### src/rtl/mfcc_frame_buf_if.sv
// Bus bundle for the MFCC ping-pong frame buffer: writer stream, reader port and status.
interface mfcc_frame_buf_if #(
  parameter int DATA_W = 16,
  parameter int ADDR_W = 7
);
  logic              clear;
  logic              wr_valid;
  logic [DATA_W-1:0] wr_data;
  logic              wr_last;
  logic              wr_ready;
  logic              rd_avail;
  logic [ADDR_W:0]   rd_len;
  logic              rd_en;
  logic [ADDR_W-1:0] rd_addr;
  logic [DATA_W-1:0] rd_data;
  logic              rd_valid;
  logic              rd_err;
  logic              rd_release;
  logic [7:0]        drop_cnt;

  modport master (
    output clear, wr_valid, wr_data, wr_last, rd_en, rd_addr, rd_release,
    input  wr_ready, rd_avail, rd_len, rd_data, rd_valid, rd_err, drop_cnt
  );

  modport slave (
    input  clear, wr_valid, wr_data, wr_last, rd_en, rd_addr, rd_release,
    output wr_ready, rd_avail, rd_len, rd_data, rd_valid, rd_err, drop_cnt
  );
endinterface

### src/rtl/mfcc_frame_buf.sv
// Two-bank ping-pong frame buffer: the writer fills one bank while the reader
// randomly accesses the other; both banks are zero-swept after reset or clear.
module mfcc_frame_buf #(
  parameter int DATA_W = 16,
  parameter int ADDR_W = 7
) (
  input  logic            clk,
  input  logic            reset,
  mfcc_frame_buf_if.slave bus
);
  localparam int DEPTH = 2 ** ADDR_W;
  localparam logic [ADDR_W-1:0] LAST_ADDR = ADDR_W'(DEPTH - 1);

  typedef enum logic {CLR, FILL} state_t;

  state_t                  state_q, state_d;
  logic [ADDR_W-1:0]       clrPtr_q, clrPtr_d;
  logic [ADDR_W-1:0]       wrPtr_q, wrPtr_d;
  logic                    wb_q, wb_d;
  logic                    rb_q, rb_d;
  logic [1:0]              full_q, full_d;
  logic [1:0][ADDR_W:0]    len_q, len_d;
  logic [7:0]              dropCnt_q, dropCnt_d;
  logic [DATA_W-1:0]       rdData_q, rdData_d;
  logic                    rdValid_q, rdValid_d;
  logic                    rdErr_q, rdErr_d;

  logic [DATA_W-1:0]       mem0 [DEPTH];
  logic [DATA_W-1:0]       mem1 [DEPTH];
  logic [1:0]              memWe;
  logic [ADDR_W-1:0]       memAddr;
  logic [DATA_W-1:0]       memWData;
  logic [DATA_W-1:0]       rdWord;

  logic flush, wrReady, accept, closeFrame, releaseBank, rdOk;

  assign flush       = reset | bus.clear;
  assign wrReady     = (state_q == FILL) && !full_q[wb_q];
  assign accept      = bus.wr_valid & wrReady;
  assign closeFrame  = accept & (bus.wr_last | (wrPtr_q == LAST_ADDR));
  assign releaseBank = bus.rd_release & full_q[rb_q];
  assign rdOk        = bus.rd_en & full_q[rb_q] & ({1'b0, bus.rd_addr} < len_q[rb_q]);
  assign rdWord      = rb_q ? mem1[bus.rd_addr] : mem0[bus.rd_addr];

  always_comb begin
    state_d   = state_q;
    clrPtr_d  = clrPtr_q;
    wrPtr_d   = wrPtr_q;
    wb_d      = wb_q;
    rb_d      = rb_q;
    full_d    = full_q;
    len_d     = len_q;
    dropCnt_d = dropCnt_q;
    rdData_d  = rdData_q;
    rdValid_d = 1'b0;
    rdErr_d   = 1'b0;
    memWe     = 2'b00;
    memAddr   = wrPtr_q;
    memWData  = bus.wr_data;

    case (state_q)
      CLR: begin
        memWe    = 2'b11;
        memAddr  = clrPtr_q;
        memWData = '0;
        clrPtr_d = clrPtr_q + 1'b1;
        if (clrPtr_q == LAST_ADDR) state_d = FILL;
      end
      FILL: begin
        if (accept) begin
          memWe   = wb_q ? 2'b10 : 2'b01;
          wrPtr_d = wrPtr_q + 1'b1;
        end
        if (closeFrame) begin
          full_d[wb_q] = 1'b1;
          len_d[wb_q]  = {1'b0, wrPtr_q} + 1'b1;
          wb_d         = ~wb_q;
          wrPtr_d      = '0;
        end
        if (bus.wr_valid && !wrReady && dropCnt_q != 8'hFF) dropCnt_d = dropCnt_q + 8'd1;
      end
      default: state_d = CLR;
    endcase

    // The read samples the current read bank before any release in this cycle moves rb.
    if (bus.rd_en) begin
      rdValid_d = rdOk;
      rdErr_d   = ~rdOk;
      rdData_d  = rdOk ? rdWord : '0;
    end

    if (releaseBank) begin
      full_d[rb_q] = 1'b0;
      rb_d         = ~rb_q;
    end

    if (flush) memWe = 2'b00;
  end

  always_ff @(posedge clk) begin
    if (flush) begin
      state_q   <= CLR;
      clrPtr_q  <= '0;
      wrPtr_q   <= '0;
      wb_q      <= 1'b0;
      rb_q      <= 1'b0;
      full_q    <= '0;
      len_q     <= '0;
      dropCnt_q <= '0;
      rdData_q  <= '0;
      rdValid_q <= 1'b0;
      rdErr_q   <= 1'b0;
    end else begin
      state_q   <= state_d;
      clrPtr_q  <= clrPtr_d;
      wrPtr_q   <= wrPtr_d;
      wb_q      <= wb_d;
      rb_q      <= rb_d;
      full_q    <= full_d;
      len_q     <= len_d;
      dropCnt_q <= dropCnt_d;
      rdData_q  <= rdData_d;
      rdValid_q <= rdValid_d;
      rdErr_q   <= rdErr_d;
    end
  end

  always_ff @(posedge clk) begin
    if (memWe[0]) mem0[memAddr] <= memWData;
    if (memWe[1]) mem1[memAddr] <= memWData;
  end

  assign bus.wr_ready = wrReady;
  assign bus.rd_avail = full_q[rb_q];
  assign bus.rd_len   = len_q[rb_q];
  assign bus.rd_data  = rdData_q;
  assign bus.rd_valid = rdValid_q;
  assign bus.rd_err   = rdErr_q;
  assign bus.drop_cnt = dropCnt_q;
endmodule

### src/flat_wrapper.sv
// flat-port wrapper written by rule: the top's interface ports become plain ports
module mfcc_frame_buf_flat 
#(
  parameter int DATA_W = 16,
  parameter int ADDR_W = 7
)
  (clk, reset, bus_clear, bus_wr_valid, bus_wr_data, bus_wr_last, bus_rd_en, bus_rd_addr, bus_rd_release, bus_wr_ready, bus_rd_avail, bus_rd_len, bus_rd_data, bus_rd_valid, bus_rd_err, bus_drop_cnt);
  mfcc_frame_buf_if #(.DATA_W(DATA_W), .ADDR_W(ADDR_W)) bus_i ();
  input  logic clk;
  input  logic reset;
  input wire logic [$bits(bus_i.clear)-1:0] bus_clear;
  input wire logic [$bits(bus_i.wr_valid)-1:0] bus_wr_valid;
  input wire logic [$bits(bus_i.wr_data)-1:0] bus_wr_data;
  input wire logic [$bits(bus_i.wr_last)-1:0] bus_wr_last;
  input wire logic [$bits(bus_i.rd_en)-1:0] bus_rd_en;
  input wire logic [$bits(bus_i.rd_addr)-1:0] bus_rd_addr;
  input wire logic [$bits(bus_i.rd_release)-1:0] bus_rd_release;
  output wire logic [$bits(bus_i.wr_ready)-1:0] bus_wr_ready;
  output wire logic [$bits(bus_i.rd_avail)-1:0] bus_rd_avail;
  output wire logic [$bits(bus_i.rd_len)-1:0] bus_rd_len;
  output wire logic [$bits(bus_i.rd_data)-1:0] bus_rd_data;
  output wire logic [$bits(bus_i.rd_valid)-1:0] bus_rd_valid;
  output wire logic [$bits(bus_i.rd_err)-1:0] bus_rd_err;
  output wire logic [$bits(bus_i.drop_cnt)-1:0] bus_drop_cnt;
  assign bus_i.clear = bus_clear;
  assign bus_i.wr_valid = bus_wr_valid;
  assign bus_i.wr_data = bus_wr_data;
  assign bus_i.wr_last = bus_wr_last;
  assign bus_i.rd_en = bus_rd_en;
  assign bus_i.rd_addr = bus_rd_addr;
  assign bus_i.rd_release = bus_rd_release;
  assign bus_wr_ready = bus_i.wr_ready;
  assign bus_rd_avail = bus_i.rd_avail;
  assign bus_rd_len = bus_i.rd_len;
  assign bus_rd_data = bus_i.rd_data;
  assign bus_rd_valid = bus_i.rd_valid;
  assign bus_rd_err = bus_i.rd_err;
  assign bus_drop_cnt = bus_i.drop_cnt;
  mfcc_frame_buf #(.DATA_W(DATA_W), .ADDR_W(ADDR_W)) u_core (.clk(clk), .reset(reset), .bus(bus_i));
endmodule
### config.mk
export PLATFORM = sky130hd
export DESIGN_NAME = mfcc_frame_buf_flat
export DESIGN_NICKNAME = d
export VERILOG_FILES = /design/src/rtl/mfcc_frame_buf_if.sv /design/src/rtl/mfcc_frame_buf.sv /design/src/flat_wrapper.sv
export SDC_FILE = /design/constraint.sdc
export NUM_CORES = 2
export LEC_CHECK = 0
export CORE_AREA = 2 2 546 548
export DETAILED_ROUTE_END_ITERATION = 8
export DIE_AREA = 0 0 548 550
export PLACE_DENSITY = 0.67
export RECOVER_POWER = 100
export SLEW_MARGIN = 20
export SYNTH_ARGS = -nofsm -noshare
export SYNTH_HDL_FRONTEND = slang
export SYNTH_SLANG_ARGS = --single-unit
### constraint.sdc
create_clock -name clk -period 12.3 [get_ports clk]
set_input_delay 1.845 -clock clk [delete_from_list [all_inputs] [get_ports clk]]
set_output_delay 1.845 -clock clk [all_outputs]
set_load 0.02 [all_outputs]
==> qor.yml <==
status:
  run_status: "finished with violations"
  violations: "max-capacitance violations, max-slew violations"
synth:
  yosys_register_bits: 4157
  synth_nets: 7827
  syn_avg_cell_area_um2: 20.8
  syn-instance-count: 7788
  synth_cell_types: 79
  synth_seq_area_share_pct: 76.8
  ys_warn_count: 0
  synth_ff_type: "edfxtp_1"
  synth_edf_count: 4096
  async_flop_share_pct: 0
  syn-cell-area_um2: 162000
critical_path:
  cp_top_family: "simple AND/OR/NAND/NOR gates"
  cp_common_cell: "clkbuf_1"
  timing.critical_path.buf_inv: 2
  start_kind: "flop"
  max_stage_delay_ns: 3.54
  critPathKind: "reg -> reg"
  required_ns: 12.57
  path_max_fanout: 77
  critical_path.cell_chain: "clkbuf_1, and2_0, clkbuf_1"
  r2r_slack_ns: 3.62
  critPathSlowestCell: "and2_0"
  end_kind: "flop"
  cp.arrival_ns: 8.94
die:
  num_rows: 200
  die-area_um2: 301000
  core_um2: 296000
  dieHeight_um: 550
  pin_count: 66
  fp.dieW_um: 548
  floorplan.initialDensity_pct: 54.8
cts:
  path_clk_slew_ns: 0.06
  clock_path_buffers: 4
  root_buffer: "clkbuf_16"
  htree_levels: 5
  cts_hold_buffers: 0
  cts_sinks: 4157
  postCtsSetupRepairBufs: 0
  cts_made_buffers: 406
  clk_latency_ns: 1.01
  cts_resized: 0
  tritoncts: "yes"
place:
  place_congestion: 0.881
  dp_hpwl_um: 271000
  place_area_um2: 168000
  port_buffers: 65
global_route:
  grt_pass1_vias: 82400
  grt_max_degree: 198
  grt_use_total_pct: 30.5
  grt_pass1_wl_um: 643000
  grt_antenna_before_repair: 30
  grt_remaining_overflow: 0
power_and_ir_drop:
  vdd_drop_max_mv: 0.139
  power.density_nw_per_um2: 160
  power_leakage_nw: 64.3
  power_mw: 28.9
detailed_routing:
  drt-total-wl_um: 463000
  dr.first_iter.drc_count: 13600
  viasPerCell: 6.79
  drtAntennaViolNets: 0
  route.vias.total: 84900
  drtPass1Iterations: 7
  wl_per_cell_um: 37.0
  drc: 0
worst_hold_path:
  min-delay-path-class: "reg -> reg"
timing:
  min_period_ns: 8.68
  setup_viol: 0
  min_period_over_period_pct: 70.5
  fin_tns_setup_ns: 0
  hold_viol_final: 0
  drv_slew: 2809
  fmax_mhz: 115
  rsz0062_at_grt: "false"
  skew_ns: 0.0607
  worst_slew_pin_slew_ns: 5.38
  relSlewSlack_pct: -259
cells_and_area:
  final_cell_area_um2: 180000
  finalNetCount: 8246
  drive_gt1_share_pct: 19.0
  synthToLayoutAreaGrowth_pct: 11.4
job:
  cap_violations: 80
report_power, final:
part	internal [mW]	switching [mW]	total [mW]
clock	7.20	5.33	12.5
sequential	15.3	0.00186	15.3
combinational	0.351	0.690	1.04
total	22.9	6.02	28.9
worst reg2reg max path, cell delays in order, from the launching register on:
cell,delay [ns]
dfxtp_1,0.95
clkbuf_1,0.65
and2_0,3.55
clkbuf_1,2.70
registers in the layout (all words and copies together), names as in the netlist:
| signal | cells |
|---|---|
| u_core.bus.rd_data | 16 |
| u_core.bus.rd_err | 1 |
| u_core.full_q | 2 |
| u_core.wrPtr_q | 7 |
| u_core.state_q | 1 |
| u_core.mem0 | 2048 |
| u_core.len_q | 16 |
| u_core.bus.drop_cnt | 8 |
| u_core.wb_q | 1 |
| u_core.clrPtr_q | 7 |
| u_core.bus.rd_valid | 1 |
| u_core.rb_q | 1 |
| u_core.mem1 | 2048 |
cell usage after synthesis (all sizes together), types with 7 or more instances:
cell type,number,area [um2]
mux2,34,383
a221o,45,450
mux4,779,17600
a311oi,7,61.3
buf,290,2430
edfxtp,4096,123000
and2,24,151
o31ai,36,270
o221ai,13,114
a22o,10,87.6
o32ai,15,131
ha,9,113
a22oi,108,811
a2111oi,7,67.6
inv,22,82.6
or3,8,50.1
mux2i,597,5980
xor2,7,61.3
and3,17,106
nor3,55,275
o22ai,46,288
clkbuf,183,742
nor2b,17,106
o21ai,105,526
nor4,21,131
or2,10,62.6
a31oi,17,106
nor2,401,1510
nand3,33,170
a32o,14,140
a21oi,141,706
nand2,179,672
nand2b,31,194
a221oi,188,1720
a211oi,60,450
o211ai,18,135
a211o,10,87.6
xnor2,14,123
dfxtp,61,1220
logic make-up after synthesis:
kind of cell / after synthesis / synth area share (%)
xor+xnor: 21 / 0.114
mux: 1410 / 14.8
compound gates: 879 / 4.02
simple gates: 813 / 2.20
flops: 4157 / 76.8
fa+ha+maj: 9 / 0.0696
buf+inv: 499 / 2.03
metrics by stage:
step | hold WS (ns) | utilization [%] | cells | setup slack [ns]
final | 0.489 | 61.0 | 12500 | 3.62
after CTS | 0.495 | 61.4 | 12500 | 6.47
after global placement | 0.469 | 56.8 | 11700 | 4.99
after floorplan | 0.454 | - | 7788 | 6.36
after global routing | 0.520 | 61.0 | 12500 | 3.17
after detailed placement | 0.481 | 56.8 | 11700 | 5.45
cell usage in the layout (no fill, tap or decap), drive strengths merged, types with 141 or more instances in the layout:
cell	instances
a21oi	141
a221oi	188
buf	162
clkbuf	764
clkinv	182
edfxtp	4096
mux2i	597
mux4	779
nand2	179
nor2	401
layer usage:
metal / track usage [%] / wire, um / vias to the layer above
met2: 45.4 / 209000 / 5751
met5: 0 / 123 / -
met3: 7.51 / 57500 / 982
met4: 14.1 / 24800 / 18
met1: 43.0 / 171000 / 44700
li1: - / - / 33400
cell type report:
| class | count | area (um2) |
|---|---|---|
| sequential | 4157 | 124000 |
| fill | 20500 | 115000 |
| multi-input combinational | 3132 | 34500 |
| clock buffer | 498 | 10800 |
| tap | 3939 | 4930 |
| timing repair buffer | 486 | 3110 |
| clock inverter | 246 | 2610 |
| inverter | 24 | 100 |
| antenna | 15 | 37.5 |
path summary, 6_finish.rpt:
kind | start | end | cells after the start
min | u_core.len_q[1] | u_core.len_q[1] | 2
min reg2reg | u_core.len_q[1] | u_core.len_q[1] | 2
max reg2reg | u_core.state_q | u_core.mem1[54][6] | 3
max | u_core.state_q | u_core.mem1[54][6] | 3
Note: power is estimated with default switching activity, not from simulation.
